File: config.mk
export PLATFORM = sky130hd
export DESIGN_NAME = sra_seq_ctrl
export DESIGN_NICKNAME = d
export VERILOG_FILES = /design/src/rtl/sra_seq_ctrl.sv
export SDC_FILE = /design/constraint.sdc
export NUM_CORES = 1
export LEC_CHECK = 0
export ABC_AREA = 1
export BUFFER_PORTS_ARGS = -buffer_cell sky130_fd_sc_hd__buf_2
export CAP_MARGIN = 20
export CORE_MARGIN = 3
export CORE_UTILIZATION = 59
export DETAILED_ROUTE_END_ITERATION = 6
export GPL_TIMING_DRIVEN = 0
export PLACE_DENSITY_LB_ADDON = 0.2
export SYNTH_ARGS = -nofsm -noshare
export SYNTH_HDL_FRONTEND = slang
export SYNTH_SLANG_ARGS = --single-unit
File: constraint.sdc
create_clock -name clk_i -period 2.1 [get_ports clk_i]
set_input_delay 0.315 -clock clk_i [delete_from_list [all_inputs] [get_ports clk_i]]
set_output_delay 0.315 -clock clk_i [all_outputs]
set_load 0.01 [all_outputs]
File: src/rtl/sra_seq_ctrl.sv
// Sequencer in front of the external combinational AU: walks one AU operation per state
// to form sqrt(a^2+b^2) ~= max(x, x - x/8 + y/2) with x = max(|a|,|b|), y = min(|a|,|b|).
module sra_seq_ctrl #(
    parameter int MSB = 15
) (
    input  logic         clk_i,
    input  logic         rst_i,
    input  logic         start_i,
    input  logic [MSB:0] a_i,
    input  logic [MSB:0] b_i,
    output logic [MSB:0] au_in1_o,
    output logic [MSB:0] au_in2_o,
    output logic [1:0]   au_ctrl_o,
    input  logic [MSB:0] au_out_i,
    output logic         busy_o,
    output logic         done_o,
    output logic [MSB:0] result_o,
    output logic         sat_o
);

    typedef enum logic [2:0] {
        S_IDLE, S_ABS_A, S_ABS_B, S_CMP, S_T1, S_T2, S_MAX, S_DONE
    } state_t;

    localparam logic [1:0] OP_ADD  = 2'b00;
    localparam logic [1:0] OP_SUB  = 2'b01;
    localparam logic [1:0] OP_ABS  = 2'b10;
    localparam logic [1:0] OP_PASS = 2'b11;

    state_t       state_q, state_d;
    logic [MSB:0] ra_q, ra_d;
    logic [MSB:0] rb_q, rb_d;
    logic [MSB:0] t_q, t_d;
    logic [MSB:0] result_q, result_d;
    logic         sat_q, sat_d;

    // Out-of-range words (top two bits differ) saturate to 0x3FFF / 0xC000 so no AU step can overflow.
    function automatic logic [MSB:0] clamp(input logic [MSB:0] v);
        if (v[MSB] != v[MSB-1]) begin
            clamp = {v[MSB], v[MSB], {(MSB-1){~v[MSB]}}};
        end else begin
            clamp = v;
        end
    endfunction

    logic ovf_a, ovf_b;
    assign ovf_a = a_i[MSB] ^ a_i[MSB-1];
    assign ovf_b = b_i[MSB] ^ b_i[MSB-1];

    always_comb begin
        // NOTE: every output and next-state signal gets a default first so no branch infers a latch.
        state_d   = state_q;
        ra_d      = ra_q;
        rb_d      = rb_q;
        t_d       = t_q;
        result_d  = result_q;
        sat_d     = sat_q;
        au_in1_o  = '0;
        au_in2_o  = '0;
        au_ctrl_o = OP_PASS;
        done_o    = 1'b0;

        unique case (state_q)
            S_IDLE: begin
                if (start_i) begin
                    ra_d     = clamp(a_i);
                    rb_d     = clamp(b_i);
                    sat_d    = ovf_a | ovf_b;
                    result_d = '0;
                    state_d  = S_ABS_A;
                end
            end
            S_ABS_A: begin
                au_ctrl_o = OP_ABS;
                au_in1_o  = ra_q;
                ra_d      = au_out_i;
                state_d   = S_ABS_B;
            end
            S_ABS_B: begin
                au_ctrl_o = OP_ABS;
                au_in1_o  = rb_q;
                rb_d      = au_out_i;
                state_d   = S_CMP;
            end
            S_CMP: begin
                // After this step ra holds x and rb holds y; a tie keeps |a| as x.
                au_ctrl_o = OP_SUB;
                au_in1_o  = ra_q;
                au_in2_o  = rb_q;
                if (au_out_i[MSB]) begin
                    ra_d = rb_q;
                    rb_d = ra_q;
                end
                state_d = S_T1;
            end
            S_T1: begin
                au_ctrl_o = OP_SUB;
                au_in1_o  = ra_q;
                au_in2_o  = {{3{ra_q[MSB]}}, ra_q[MSB:3]};
                t_d       = au_out_i;
                state_d   = S_T2;
            end
            S_T2: begin
                au_ctrl_o = OP_ADD;
                au_in1_o  = t_q;
                au_in2_o  = {rb_q[MSB], rb_q[MSB:1]};
                t_d       = au_out_i;
                state_d   = S_MAX;
            end
            S_MAX: begin
                au_ctrl_o = OP_SUB;
                au_in1_o  = t_q;
                au_in2_o  = ra_q;
                result_d  = au_out_i[MSB] ? ra_q : t_q;
                state_d   = S_DONE;
            end
            S_DONE: begin
                done_o  = 1'b1;
                state_d = S_IDLE;
            end
            default: state_d = S_IDLE;
        endcase
    end

    always_ff @(posedge clk_i) begin
        if (rst_i) begin
            state_q  <= S_IDLE;
            ra_q     <= '0;
            rb_q     <= '0;
            t_q      <= '0;
            result_q <= '0;
            sat_q    <= 1'b0;
        end else begin
            // NOTE: state registers use non-blocking assignment so all of them update together at the edge.
            state_q  <= state_d;
            ra_q     <= ra_d;
            rb_q     <= rb_d;
            t_q      <= t_d;
            result_q <= result_d;
            sat_q    <= sat_d;
        end
    end

    assign busy_o   = (state_q != S_IDLE);
    assign result_o = result_q;
    assign sat_o    = sat_q;

endmodule

* After elaboration in Yosys (flattened, before gate mapping)
Index checks and enable logic that the tools add are counted.
Widths: inputs -> output; s select.
** Word-level totals
- Register bits after elaboration :: 68
- Bits of input ports :: 51
- Output and inout bits :: 53
- Word-level logic and storage cells :: 53
** Operators by class
- Equality and inequality tests :: 11
- Mux-type cells :: 17
- Bitwise logic cells :: 5
- Reduce and logical (&&, ||, !) cells :: 14
** Operator list (number)
- $pmux 16 s3 :: 3
- $mux 16 :: 6
- $pmux 16 s4 :: 1
- $pmux 16 s2 :: 1
- $mux 15 :: 2
- $pmux 3 s8 :: 1
- $eq 3x3->1 const B :: 4
- $reduce_bool 3->1 :: 3
- $eq 3x2->1 const B :: 2
- $pmux 2 s3 :: 1
- $reduce_and 3->1 :: 2
- $reduce_or 2->1 :: 3
- $reduce_or 3->1 :: 2
- $ne 2x2->1 const B :: 2
- $reduce_and 2->1 :: 2
- $eq 3x1->1 const B :: 1
- $logic_not 3->1 :: 1
- $mux 3 :: 1
- $ne 1x1->1 :: 2
- $not 1->1 :: 2
- $reduce_bool 2->1 :: 1
- $xor 1x1->1 :: 2
- $mux 1 :: 1
- $or 1x1->1 :: 1

* Logic depth before layout (Yosys ltp)
- Depth after elaboration :: 4
- Mapped depth :: 10
- Gate-level depth less buffers :: 9

* Worst setup path after synthesis
No wires, ideal clock.
- Kind :: register -> output
- Start :: reg state_q[1]
- End :: out au_in1_o[10]
- Arrival time :: 1226 ps
- Data required time :: 1785 ps
- Path slack :: 559 ps
- Cell stages (with the launch flop) :: 8
- Path buffers :: 2
- Path through :: dfxtp_1 > buf_4 > inv_4 > nand2_4 > o21ai_2 > buf_2 > nand2_1 > nand3_1
** Between the ends
- Cells in the longest elaborated chain, start to end :: 3
- Elaborated cells between the ends (all ways) :: 9
- Those cells by class :: eq/ne: 6; mux: 1; reduce/logical: 2
** RTL lines
- start, declared :: line 30 : state_t state_q, state_d;
- start signal, assigned :: line 135 : state_q <= state_d;
- $eq 3x2->1 (tied with other cells) :: line 63 : unique case (state_q)
- $reduce_or 3->1 (no line) / $reduce_or 2->1 (equally long branches)
- $pmux 16 s3 * :: line 63
- end, declared :: line 11 : output logic [MSB:0] au_in1_o,
Every way passes the cells marked *; elsewhere a longest branch is shown, timed or not.

* Final worst setup path
- Start :: reg state_q[0]
- End :: out au_in1_o[13]
Same word-level chain as after synthesis.

==> summary.md <==
Number of nets in the final layout: 921. The tools report the post-placement worst setup slack as 0.144 ns. The max-slew violation total from the final report is 0, and the slack of the worst reg-to-reg path is 0.34 ns. The tools report the largest clock skew in the final design as 0.0133 ns.

In the routed design, unresolved DRC markers number 8. TritonCTS created 9 clock buffers. 104 I/O pins were placed. The final reports fail on DRC, setup timing.

Setup repair after global routing could not meet its margin everywhere. The critical path launch point type was a register. The count of buffers from port buffering is 102.

TritonCTS built the clock tree. Post-synthesis compound-gate area fraction: 11.3%. In this run the most critical hold path is launched from au_out_i[11]. The worst pin sits at a relative slew slack of 59.5%. The die covers 8510 um^2.

The count of standard-cell rows is 30, and the worst hold path stage count is 3. After Yosys synthesis, and, or, nand and nor cells account for 45.8% of the synthesized area. The worst setup path is captured at an output pin. The number of failing setup endpoints in the final timing report is 1.

In the post-synthesis netlist, the biggest area contributors are dfxtp_1 31%, nand2_1 24%, nand3_1 11%. The run gives 1.01 as the final weighted congestion of routability-driven global placement. The total overflow left after global routing is 0. The initial utilization of the core area, before any placement, comes to 62.5%.

The first global-routing pass estimated 25300 um of wire. Distinct cell type count of the synthesized netlist: 28. The clock drives 68 sinks. Detailed placement ended at an HPWL of 11900 um.

At the end of the flow the core is filled with cells to 78.8%. After technology mapping, the gate count stands at 739. By area, the combinational part of the netlist is dominated by simple AND/OR/NAND/NOR gates. The leading area contributor after synthesis was dfxtp_1. In the routed layout, each cell is associated on average with a via count of 5.97.

Of all nets on the critical path, the largest fanout is 6. For the warning count from the yosys run, the log shows 0. The number of violations of the max-capacitance limit came out at 0.

Fraction of final layout cells sized beyond drive strength 1: 22.0%. The top-area cell type share of the netlist area was 31.0%. The detailed-route wire length per cell came out at 17.8 um. For the number of filler cells placed in the layout, the log shows 551.

The area taken by multi-input logic gates was 2630 um^2; the post-layout instance count excluding filler cells was 967. The path type of the worst min-delay path is input pin to register. Final period demand of the worst path: 2.11 ns. The number of antenna violations at the first check in global routing came out at 0. Derived from the worst setup path, the maximum achievable clock frequency is 474 MHz. The number of nets handed over by synthesis was 794. Measured in cells, the most critical reg-to-reg path has a length of 7. Of the synthesized area, sequential elements account for 31.0%. The tools report the number of global-route vias before repair as 5096. After detailed placement, the design holds a cell count of 937. After synthesis the cells add up to 4390 um^2. The worst register-to-register path ends at result_o[8].

Entering global routing, the biggest net connects 13 pins. The die span in y is 92.3 um. Summed over all cells, the static leakage comes to 2.80 nW. The run gives 0 as the count of inserted antenna diode cells.

The routed layout has 5777 vias. The flow ran to the end, but the final reports show violations. The library cell used most frequently in the layout, excluding fill and tap cells, is nand2_1. The critical path is of the register to output pin type. For the latest clock arrival within the worst-skew pair, the log shows 0.36 ns. The share of the clock period used by the worst path was 100%; the overall power after layout was 4.40 mW.

Maximum count of clock buffers along a single path: 2. The tools report the startpoint of the lowest-slack register-to-register path as state_q[0]. The register bit total from synthesis works out to 68. The count of antenna-violating nets left after detailed routing is 0. The core outline area came out at 7020 um^2. Across the VDD grid, the largest voltage drop is 0.446 mV.

The synthesized area per cell is 5.94 um^2. The destination of the worst hold path was t_q[11]. The chip width came out at 92.3 um. The final worst slack was -0.00823 ns; the required time of the worst setup path was 1.78 ns.

Of the total synthesized cell area, the portion taken by full adders, half adders and majority gates is 1.14%. Dividing total power by cell area gives a power density of 795 nW/um^2. Compared with the post-synthesis result, the final layout area differs by 26.0%. Summing the areas of all xor and xnor instances in the mapped netlist gives 0% of the synthesized area.

The share of synthesized area spent on multiplexers works out to 0%. The run gives 0 as the number of hold-slack violations in the final timing report. The run gives 1.79 ns as the arrival time at the worst endpoint. After clock tree synthesis, the clock-pin slew on the worst setup and hold paths is 0.08 ns.

The run gives 838 as the number of DRC markers in iteration 0. The library cells used most frequently in the layout, excluding fill and tap cells, are 282 x nand2_1, 111 x buf_2, 93 x nand3_1. The sequential cells in the finished layout cover a total of 1360 um^2. The global-route usage over all layers is 37.9%, and the transition time at the pin with the least slew margin is 0.607 ns. After detailed routing, the total wire length is 17200 um. The depth of the CTS H-tree was 3; the first-pass iteration count of the detailed router was 7. The cell sitting at the root of the clock tree is a clkbuf_8.
[area by class of cell]
| type | instances | area share [%] |
|---|---|---|
| Clock inverter | 6 | 2.04 |
| Inverter | 59 | 4.23 |
| Tap cell | 96 | 2.17 |
| Buffer | 45 | 5.57 |
| Timing Repair Buffer | 116 | 11.4 |
| Clock buffer | 10 | 2.31 |
| Sequential cell | 68 | 24.7 |
| Multi-Input combinational cell | 567 | 47.6 |
[how the worst max path moves through the flow]
stage,cells after the start,start,end
after floorplan,7,state_q[1],au_in1_o[10]
after global placement,10,state_q[1],au_in1_o[7]
after detailed placement,8,state_q[1],au_in2_o[7]
after CTS,10,state_q[1],au_in1_o[7]
after global routing,10,state_q[0],au_in1_o[5]
final,10,state_q[0],au_in1_o[13]
[logic make-up (layout without fill, tap and decap cells)]
family	Yosys count	in the layout
DFF	68	68
AOI/OAI and AO/OA	79	79
adders and majority gates	4	4
buffers and inverters	104	236
and+or+nand+nor	484	484
[routing by layer]
layer | part of all wire (%) | vias to the layer above | wire length [um] | global-route usage, %
met1 | 36 | 2495 | 6210 | 49.8
met5 | 0 | - | 0 | 0
met4 | 5.0 | 0 | 857 | 14.5
li1 | - | 2614 | - | -
met2 | 43 | 543 | 7440 | 60.3
met3 | 16 | 125 | 2660 | 8.70
[report_power, final]
part | total [mW] | leakage, nW | switching, mW | internal [mW]
Combinational | 1.41 | 2.12 | 0.912 | 0.494
Clock | 1.35 | 0.120 | 0.562 | 0.792
Sequential | 1.64 | 0.558 | 0.199 | 1.44
[timing repair]
| item | in CTS | in global routing |
|---|---|---|
| resized for setup | 19 | 29 |
| setup buffers | 5 | 8 |
| pin swaps | 2 | 3 |
| gates cloned | 1 | 0 |
| hold buffers | 0 | 0 |
| setup endpoints to repair | 28 | 34 |
[synthesized netlist by cell type, drive strengths merged]
cell type and n:
nand3 99, ha 4, dfxtp 68, a21oi 27, o211ai 15, o2111ai 14
clkbuf 17, inv 56, nor2 91, clkinv 3, o21ai 22, o21bai 1
nor3 2, nand2 292, buf 28
[critical path, cell delays in order, from the launching register on]
cell     delay [ns]
dfxtp_2        0.33
buf_6          0.11
inv_2          0.06
buf_8          0.14
nor2_4         0.15
inv_2          0.07
nand2_4        0.12
buf_6          0.16
nand2_1        0.07
nand3_1        0.09
buf_2          0.14
[registers in the layout, summed over array words and instances, names as in the netlist]
name and flops:
ra_q 16, rb_q 16, result_o 16, t_q 16
state_q 3, sat_o 1
[through the flow]
stage | area (um^2) | hold slack (ns) | TNS (ns)
final | 5530 | 0.278 | -0.00823
after global routing | 5530 | 0.300 | -0.549
after CTS | 5370 | 0.263 | 0
after detailed placement | 5020 | 0.462 | 0
after global placement | 5020 | 0.451 | 0
after floorplan | 4390 | 0.439 | 0
(Power assumes the default switching activity.)
